==> src/rtl/imem_boot_sequencer.sv <==
// imem_boot_sequencer: holds the core in reset, streams a program image
// into instruction memory from word 0, then releases the core to run.
// Optional macro BOOT_HALT_DETECT_EN: park the core when pc stops moving.
// Ports: clk, reset (async, active high); start + load_len request a load;
// s_valid/s_data/s_ready program stream; imem_we/imem_addr/imem_wdata
// memory write port; pc from core; cpu_reset to core; busy/running/halted
// status; err sticky bad-request flag. All outputs registered.
module imem_boot_sequencer #(
  parameter int ADDR_W      = 6,
  parameter int HALT_CYCLES = 4
) (
  input  logic              clk,
  input  logic              reset,
  input  logic              start,
  input  logic [ADDR_W:0]   load_len,
  input  logic              s_valid,
  input  logic [31:0]       s_data,
  output logic              s_ready,
  output logic              imem_we,
  output logic [ADDR_W-1:0] imem_addr,
  output logic [31:0]       imem_wdata,
  input  logic [31:0]       pc,
  output logic              cpu_reset,
  output logic              busy,
  output logic              running,
  output logic              halted,
  output logic              err
);

  typedef enum logic [2:0] {
    S_IDLE,
    S_LOAD,
    S_RELEASE,
    S_RUN,
    S_HALT
  } state_t;

  // DEPTH expressed in the load_len width (fits: one extra bit)
  localparam logic [ADDR_W:0] L_DEPTH = {1'b1, {ADDR_W{1'b0}}};

  state_t              r_state;
  logic [ADDR_W:0]     r_len;
  logic [ADDR_W:0]     r_cnt;
  logic                r_s_ready;
  logic                r_imem_we;
  logic [ADDR_W-1:0]   r_imem_addr;
  logic [31:0]         r_imem_wdata;
  logic                r_cpu_reset;
  logic                r_busy;
  logic                r_running;
  logic                r_halted;
  logic                r_err;

  logic w_len_ok;
  logic w_go;
  logic w_hs;
  logic w_last;

  assign w_len_ok = (load_len != '0) && (load_len <= L_DEPTH);
  assign w_go     = start & w_len_ok;
  assign w_hs     = s_valid & r_s_ready;
  assign w_last   = (r_cnt + 1'b1) == r_len;

`ifdef BOOT_HALT_DETECT_EN
  localparam int SW = $clog2(HALT_CYCLES + 1);
  localparam logic [SW-1:0] L_HALT = SW'(HALT_CYCLES);

  logic [31:0]   r_pc_prev;
  logic          r_pc_vld;
  logic [SW-1:0] r_stable;
  logic          w_pc_same;

  // r_pc_vld gates the first RUN cycle: no previous pc to compare yet
  assign w_pc_same = r_pc_vld && (pc == r_pc_prev);
`else
  logic w_unused_pc;
  assign w_unused_pc = ^pc;
`endif

  always_ff @(posedge clk or posedge reset) begin
    if (reset) begin
      r_state      <= S_IDLE;
      r_len        <= '0;
      r_cnt        <= '0;
      r_s_ready    <= 1'b0;
      r_imem_we    <= 1'b0;
      r_imem_addr  <= '0;
      r_imem_wdata <= '0;
      r_cpu_reset  <= 1'b1;
      r_busy       <= 1'b0;
      r_running    <= 1'b0;
      r_halted     <= 1'b0;
      r_err        <= 1'b0;
`ifdef BOOT_HALT_DETECT_EN
      r_pc_prev    <= '0;
      r_pc_vld     <= 1'b0;
      r_stable     <= '0;
`endif
    end else begin
      r_imem_we <= 1'b0;
      unique case (r_state)
        S_LOAD: begin
          // ready rises one cycle into LOAD, drops with the last word
          r_imem_we <= w_hs;
          r_s_ready <= !(w_hs && w_last);
          if (w_hs) begin
            r_imem_addr  <= r_cnt[ADDR_W-1:0];
            r_imem_wdata <= s_data;
            r_cnt        <= r_cnt + 1'b1;
            if (w_last) begin
              r_state <= S_RELEASE;
            end
          end
        end
        S_RELEASE: begin
          // last write lands this cycle with the core still in reset
          r_state     <= S_RUN;
          r_cpu_reset <= 1'b0;
          r_busy      <= 1'b0;
          r_running   <= 1'b1;
`ifdef BOOT_HALT_DETECT_EN
          r_pc_vld    <= 1'b0;
          r_stable    <= '0;
`endif
        end
        default: begin
          // IDLE, RUN and HALT share the start-request rule
          if (w_go) begin
            r_state     <= S_LOAD;
            r_len       <= load_len;
            r_cnt       <= '0;
            r_err       <= 1'b0;
            r_s_ready   <= 1'b0;
            r_cpu_reset <= 1'b1;
            r_busy      <= 1'b1;
            r_running   <= 1'b0;
            r_halted    <= 1'b0;
          end else begin
            if (start) begin
              r_err <= 1'b1;
            end
`ifdef BOOT_HALT_DETECT_EN
            if (r_state == S_RUN) begin
              r_pc_prev <= pc;
              r_pc_vld  <= 1'b1;
              if (r_stable == L_HALT) begin
                r_state     <= S_HALT;
                r_cpu_reset <= 1'b1;
                r_running   <= 1'b0;
                r_halted    <= 1'b1;
              end else if (w_pc_same) begin
                r_stable <= r_stable + 1'b1;
              end else begin
                r_stable <= '0;
              end
            end
`endif
          end
        end
      endcase
    end
  end

  assign s_ready    = r_s_ready;
  assign imem_we    = r_imem_we;
  assign imem_addr  = r_imem_addr;
  assign imem_wdata = r_imem_wdata;
  assign cpu_reset  = r_cpu_reset;
  assign busy       = r_busy;
  assign running    = r_running;
  assign halted     = r_halted;
  assign err        = r_err;

endmodule

==> config.mk <==
export PLATFORM = sky130hd
export DESIGN_NAME = imem_boot_sequencer
export DESIGN_NICKNAME = d
export VERILOG_FILES = /design/src/rtl/imem_boot_sequencer.sv
export SDC_FILE = /design/constraint.sdc
export NUM_CORES = 1
export LEC_CHECK = 0
export BUFFER_PORTS_ARGS = -buffer_cell sky130_fd_sc_hd__buf_2
export CORE_ASPECT_RATIO = 1.1
export CORE_MARGIN = 5
export CORE_UTILIZATION = 32
export DETAILED_ROUTE_END_ITERATION = 12
export SYNTH_ARGS = -nofsm -noshare
export SYNTH_HDL_FRONTEND = slang
export SYNTH_SLANG_ARGS = --single-unit
==> constraint.sdc <==
create_clock -name clk -period 4.7 [get_ports clk]
set_clock_uncertainty 0.1 [all_clocks]
set_input_delay 0.94 -clock clk [delete_from_list [all_inputs] [get_ports clk]]
set_output_delay 0.94 -clock clk [all_outputs]
set_load 0.1 [all_outputs]
After elaboration in Yosys (flattened, before gate mapping)

Cells that the tools add are included.
W data, S select, Z words.

Register bits after elaboration: 61
Latch bits: 0
RAM bits: 0
Memory bits (read-only): 0
Memories: 0

Add/sub/neg operators: 1
$mul: 0
Div/mod/pow operators: 0
Order comparisons: 1
Eq/ne operators: 5
Shift operators: 0
Multiplexer cells: 15
Bitwise gates (word level): 5
Reductions and logical operators: 16

Operators by type and width:

| cell                  | count |
|---|---|
| $mux W7               | 2 |
| $pmux W7 S2           | 1 |
| $reduce_and A2 Y1     | 5 |
| $mux W3               | 3 |
| $add A7 B1 Y7 const B | 1 |
| $eq A7 B7 Y1          | 1 |
| $le A7 B7 Y1 const B  | 1 |
| $reduce_bool A7 Y1    | 1 |
| $pmux W1 S2           | 3 |
| $pmux W3 S2           | 1 |
| $reduce_and A3 Y1     | 2 |
| $reduce_bool A2 Y1    | 3 |
| $mux W1               | 5 |
| $ne A2 B2 Y1 const B  | 2 |
| $eq A3 B1 Y1 const B  | 1 |
| $eq A3 B2 Y1 const B  | 1 |
| $not A1 Y1            | 3 |
| $reduce_bool A3 Y1    | 1 |
| $and A1 B1 Y1         | 2 |
| $logic_and A1 B1 Y1   | 2 |
| $reduce_or A2 Y1      | 1 |
| $logic_not A1 Y1      | 1 |

Depth between registers and ports, before layout

Gate-level depths: netlist (run 1).

Depth in word-level cells: 5
Gate-level depth with buffers: 8
Depth with buffers taken out: 7

Worst setup path before layout (run 1)

Ideal clock, no wire load.

Kind: input -> register
Start point: in load_len[3]
End point: reg r_len[0]
Library setup time: 125 ps
Data arrival time: 2,584 ps
Data required time: 4,475 ps
Setup slack: 1,891 ps
Stages: 5
Path buffers: 0
Cells stage by stage: or4_4 > or4_4 > and3_1 > nand2_2 > mux2_2

Longest elaborated chain between the ends: 4
Elaborated cells between the ends (all ways): 5

RTL lines:

| what                                                      | line | text |
|---|---|---|
| from (decl)                                               | 15   | `input logic [ADDR_W:0] load_len,` |
| $le A7 B7 Y1 / $reduce_bool A7 Y1 (equally long branches) | 59   | `assign w_len_ok = (load_len != '0) && (load_len <= L_DEPTH);` |
| $logic_and A1 B1 Y1 (*)                                   | 59   |  |
| $and A1 B1 Y1 (*)                                         | 60   | `assign w_go = start & w_len_ok;` |
| $reduce_and A2 Y1 (no line) (*)                           | n/a  |  |
| to (signal assigned)                                      | 130  | `r_len <= load_len;` |
| to (decl)                                                 | 42   | `logic [ADDR_W:0] r_len;` |

Every way passes the cells marked *; elsewhere a longest branch is shown, timed or not.
A chain may end at the register's enable or synchronous reset.

Worst setup path after layout (run 1)

Start point: in load_len[3]
End point: reg r_len[5]

The elaborated chain is that of the path after synthesis.

==> run summary, run 1 <==
Routing
- count of routing violations after the opening detailed-route iteration: 84
- routed via count divided by cell count: 4.649
- post-route ant nets: 0
- Initial DRT Pass Iterations: 4
- routed wirelength normalized by instance count: 13.87 um
- total length of routed wires: 5.686 mm
- total number of vias: 1906
- DRC Markers: 0

Worst setup path
- element type at the critical path end: register
- Reg2Reg Depth: 7
- data arrival time of the worst path: 2.80 ns
- worst reg2reg endpoint: r_cnt[4]
- Setup Crit Path Kind: primary input to register
- worst reg2reg path startpoint: r_state[1]
- setup slack on the worst flop-to-flop path: 2.38 ns
- maximum fanout along the worst path: 7
- critical path data required time: 4.81 ns
- nature of the critical path startpoint: primary input

Logic synthesis
- Post-synth EDFFs: 0
- net count after synthesis: 284
- post-synthesis sequential element count: 60
- cell taking the most area after synthesis: sky130_fd_sc_hd__dfrtp_1
- most common flop cell mapped by yosys: sky130_fd_sc_hd__dfrtp_1
- combined area of all synthesized cells: 0.002645 mm2
- sequential element share of the synthesized area: 56.81%
- ranking of synthesized cells by area: sky130_fd_sc_hd__dfrtp_1 56%, sky130_fd_sc_hd__mux2_2 20%, sky130_fd_sc_hd__xnor2_1 2.3%
- post-synthesis average cell area: 12.90 um2
- proportion of register bits with asynchronous set or reset after synthesis: 100.0%
- yosys synthesis warning count: 0
- instance count of the mapped netlist: 205
- leading post-synthesis cells by instance count: 59 x sky130_fd_sc_hd__dfrtp_1, 46 x sky130_fd_sc_hd__mux2_2, 12 x sky130_fd_sc_hd__nand2_1, 8 x sky130_fd_sc_hd__nor2_1, 8 x sky130_fd_sc_hd__o21ai_0
- most used standard cell by instance count after synthesis: sky130_fd_sc_hd__dfrtp_1
- distinct cell type count of the synthesized netlist: 33
- Synth top area share: 55.82%

Floorplan
- placement row count: 34
- Die Area: 0.01019 mm2
- Die H: 105.4 um
- initial core utilization: 33.07%
- Top-Level Pins: 120
- standard cell core area: 0.007998 mm2
- Chip Width: 96.69 um

Clock network
- CTS tree: done
- count of clock tree sinks: 60
- CTS Buf Count: 9
- root buffer cell: sky130_fd_sc_hd__clkbuf_8
- count of H-tree levels built during CTS: 3
- postcts setup bufs: 0
- hold-fix buffer count after cts: 0
- clock transition at the registers of the reported paths: 0.07 ns
- post_cts resized: 0
- clock tree buffer depth: 2
- clk_lat worst skew: 0.33 ns

Final layout
- fraction of the core area covered by cells at the end of the flow: 42.80%
- final layout net count: 376
- final-layout fill cell count: 792
- fraction of layout cells with a size suffix above 1: 51.99%
- area growth from synthesis to layout: 29.42%
- number of inserted diodes: 0

Job
- number of max-capacitance violations reported: 0

Global routing
- pin count of the biggest net entering global routing: 44
- via count of the first global-routing pass: 1982
- initial antenna violation count: 0
- global-route usage over all layers: 11.74%
- global-route wire length before repair: 9.632 mm
- grt ovf: 0

Hold path
- worst min-delay path endpoint: imem_wdata[2]
- cell depth of the worst min-delay path: 1
- hold path startpoint: imem_wdata[2]
- path class of the lowest-slack min-delay path: register to register

Timing
- Worst slew margin: 61.94%
- sum of negative setup slack: 0 ns
- Final period util: 57.11%
- unrepaired setup endpoints after global routing: no
- Slew Limit Fails: 0
- fmax: 372.6 MHz
- Hold Fails Final Rpt: 0
- Setup Viol. Count Final: 0
- final worst path period need: 2.684 ns
- Slew @ Worst Pin: 0.5701 ns

Place
- Final GP Congestion: 0.8254
- DP HPWL: 4.095 mm
- number of port buffers: 86

Run status
- status: completed

==> layout make-up <==
cell class	instances	area (um2)	share of cell area [%]
Clock inverter	5	85.08	2.485
Sequential cell	60	1503	43.90
Inverter	5	18.77	0.5482
Tap cell	108	135.1	3.947
Multi-Input combinational cell	133	1095	31.98
Timing Repair Buffer	88	445.4	13.01
Clock buffer	11	141.4	4.130
==> layer usage <==
layer / vias up / GRT usage [%] / wire, um
li1: 917 / - / -
met1: 923 / 14.09 / 2459
met2: 56 / 18.79 / 2718
met3: 10 / 4.161 / 395
met4: 0 / 5.717 / 114
met5: - / 0 / 0
==> worst max-delay path, stage by stage <==
cell and delay (ns):
sky130_fd_sc_hd__buf_2 0.10, sky130_fd_sc_hd__or4_4 0.54, sky130_fd_sc_hd__or4_4 0.47, sky130_fd_sc_hd__and3_1 0.21, sky130_fd_sc_hd__nand2_2 0.17, sky130_fd_sc_hd__mux2_2 0.36
==> stage by stage <==
step	area (um2)	setup slack, ns	instances	hold slack [ns]
6_report	3423	2.016	410	0.4040
5_1_grt	3423	1.978	410	0.4181
4_1_cts	3423	2.024	410	0.4052
3_5_place_dp	3197	1.668	394	0.3897
3_3_place_gp	3197	1.687	394	0.3850
2_1_floorplan	2645	1.891	205	0.3776
==> cell usage in the layout (no fill, tap or decap), types with 6 or more instances in the layout <==
cell	n
sky130_fd_sc_hd__buf_2	86
sky130_fd_sc_hd__dfrtp_1	59
sky130_fd_sc_hd__mux2_2	46
sky130_fd_sc_hd__nand2_1	12
sky130_fd_sc_hd__clkbuf_8	10
sky130_fd_sc_hd__o21ai_0	8
sky130_fd_sc_hd__nor2_1	8
sky130_fd_sc_hd__xnor2_1	7
sky130_fd_sc_hd__nand3_1	6
sky130_fd_sc_hd__o31ai_1	6
==> how the worst max path moves through the flow <==
stage / from / to / slack, ns / cells after the start
2_1_floorplan: load_len[3] / r_len[0] / 1.89 / 5
3_3_place_gp: load_len[3] / r_len[6] / 1.69 / 6
3_5_place_dp: load_len[3] / r_len[1] / 1.67 / 6
4_1_cts: load_len[3] / r_len[5] / 2.02 / 6
5_1_grt: load_len[3] / r_len[2] / 1.98 / 6
6_report: load_len[3] / r_len[5] / 2.02 / 6
==> registers in the layout, summed over array words and instances (netlist names) <==
register / flops
busy: 1
cpu_reset: 1
err: 1
imem_addr: 6
imem_wdata: 32
imem_we: 1
r_cnt: 7
r_len: 7
r_state: 2
running: 1
s_ready: 1
==> kinds of logic (layout without fill, tap and decap cells) <==
logic type               count (synthesis)  count (layout)  synth area share (%)
AO/OA/AOI/OAI                           32              32                 8.515
XOR/XNOR                                10              10                 3.311
adder cells (fa/ha/maj)                  4               4                 1.892
buffers and inverters                   12             109                 1.845
flip-flops                              60              60                 56.81
multiplexers                            48              48                 20.39
other                                    1               1                0.1418
AND/OR/NAND/NOR                         38              38                 7.096
Power of run 1 is left out: the tool's default activity adds up to more than one toggle a clock period on the data nets, which glitch-free logic cannot reach.
==> run 2, diff against run 1 <==
==> constraint.sdc (replaced) <==
create_clock -name clk -period 2.2 [get_ports clk]
set_clock_uncertainty 0.1 [all_clocks]
set_input_delay 0.44 -clock clk [delete_from_list [all_inputs] [get_ports clk]]
set_output_delay 0.44 -clock clk [all_outputs]
set_load 0.1 [all_outputs]
==> run summary, run 2 (synthesis gave the netlist of run 1 again) <==
Run status
- status: completed

Clock network
- postcts setup bufs: 0
- CTS tree: done
- clock transition at the registers of the reported paths: 0.07 ns
- clk_lat worst skew: 0.33 ns
- post_cts resized: 0
- count of H-tree levels built during CTS: 3
- hold-fix buffer count after cts: 0
- count of clock tree sinks: 60
- CTS Buf Count: 9
- clock tree buffer depth: 2
- root buffer cell: sky130_fd_sc_hd__clkbuf_8

Timing
- Final period util: 94.05%
- Worst slew margin: 65.72%
- Hold Fails Final Rpt: 0
- Slew Limit Fails: 0
- Slew @ Worst Pin: 0.5102 ns
- final worst path period need: 2.069 ns
- unrepaired setup endpoints after global routing: no
- Setup Viol. Count Final: 0
- fmax: 483.3 MHz

Worst setup path
- Setup Crit Path Kind: primary input to register
- worst reg2reg path startpoint: r_cnt[1]
- setup slack on the worst flop-to-flop path: 0.21 ns
- element type at the critical path end: register
- worst reg2reg endpoint: r_state[0]
- standard cell with the maximum stage delay on the critical path: sky130_fd_sc_hd__or4_4
- list of cells traversed by the critical path: buf_2 > or4_4 > or4_4 > a31oi_1 > nor2_1 > mux2_2
- nature of the critical path startpoint: primary input
- largest stage delay on the critical path: 0.54 ns
- most common cell type on the critical path: sky130_fd_sc_hd__or4_4
- Reg2Reg Depth: 6
- critical path data required time: 2.33 ns
- maximum fanout along the worst path: 4
- data arrival time of the worst path: 2.19 ns

Final layout
- commonest cells after routing, fill and taps aside: 86 x sky130_fd_sc_hd__buf_2, 58 x sky130_fd_sc_hd__dfrtp_1, 46 x sky130_fd_sc_hd__mux2_2
- flip-flop count of the largest register after layout: 32
- most common cell after layout, fill and taps aside: sky130_fd_sc_hd__buf_2
- area growth from synthesis to layout: 32.50%
- final-layout fill cell count: 808
- FF+latch area: 0.001504 mm2
- post-layout instance area: 0.003505 mm2
- multi-input combinational cell area: 0.001106 mm2
- fraction of layout cells with a size suffix above 1: 53.40%
- final layout net count: 383
- number of inserted diodes: 0

Place
- Post-DP Area: 0.003286 mm2
- number of port buffers: 86
- Final GP Congestion: 0.7976
- DP HPWL: 4.244 mm

Floorplan
- Die H: 105.4 um
- Top-Level Pins: 120
- Chip Width: 96.69 um
- initial core utilization: 33.07%
- standard cell core area: 0.007998 mm2
- placement row count: 34
- Die Area: 0.01019 mm2

Global routing
- global-route wire length before repair: 9.770 mm
- initial antenna violation count: 0
- global-route usage over all layers: 11.76%
- pin count of the biggest net entering global routing: 42
- grt ovf: 0
- via count of the first global-routing pass: 2015

Routing
- post-route ant nets: 0
- count of routing violations after the opening detailed-route iteration: 53
- Post-Route M1 WL: 2.463 mm
- routed via count divided by cell count: 4.751
- total length of routed wires: 5.823 mm
- top routing layer in use: met4
- WL met2: 2.772 mm
- routed wirelength normalized by instance count: 13.96 um
- DRC Markers: 0
- Met3 Wirelength: 511 um
- total number of vias: 1981
- Initial DRT Pass Iterations: 4

Hold path
- path class of the lowest-slack min-delay path: primary input to asynchronous set/reset pin

Job
- number of max-capacitance violations reported: 0

-- run 2: changes by cell type in the layout (fill, tap and decap cells not counted), sizes merged --
cell    change
buf         +7
clkinv      -1
clkbuf      +1
-- run 2: metal layers --
| metal | vias to the layer above | track usage (%) |
|---|---|---|
| li1 | 938 | - |
| met1 | 947 | 14.18 |
| met2 | 89 | 18.24 |
| met3 | 7 | 4.888 |
| met4 | 0 | 5.617 |
| met5 | - | 0 |
-- run 2: worst max path at each step --
stage                             to  cells past startpoint         from  slack [ns]
after detailed placement    r_len[0]                      6  load_len[3]       -0.23
after floorplan             r_len[0]                      5  load_len[3]       -0.05
after global routing      r_state[0]                      6     r_cnt[1]       0.006
final                           busy                      6  load_len[3]        0.13
after CTS                 r_state[1]                      6     r_cnt[1]        0.11
after global placement          busy                      6  load_len[3]       -0.22
-- run 2: final cells by class --
type                    instances  area share (%)
clock inverters                 4           2.071
flip-flops and latches         60           42.91
well taps                     108           3.856
clock buffers                  12           4.141
inverters                       5          0.5355
repair buffers                 95           14.92
multi-input cells             133           31.56
-- run 2: metrics by stage --
step	setup TNS, ns	std cells	setup WS [ns]	hold slack [ns]	util (%)
after detailed placement	-3.644	401	-0.2325	0.3895	41.08
after CTS	0	417	0.1140	0.02745	43.80
after global placement	-3.300	401	-0.2205	0.3831	41.08
after global routing	0	417	0.005842	0.05556	43.82
final	0	417	0.1308	0.02068	43.82
after floorplan	-0.3458	205	-0.05101	0.3776	-
-- run 2: critical path, delay by kind of cell --
| kind | cells | cell delay (ns) |
|---|---|---|
| AOI/OAI and AO/OA | 1 | 0.28 |
| and+or+nand+nor | 3 | 1.09 |
| muxes | 1 | 0.27 |
| buffers and inverters | 1 | 0.11 |
Power of run 2 is left out for the same reason.
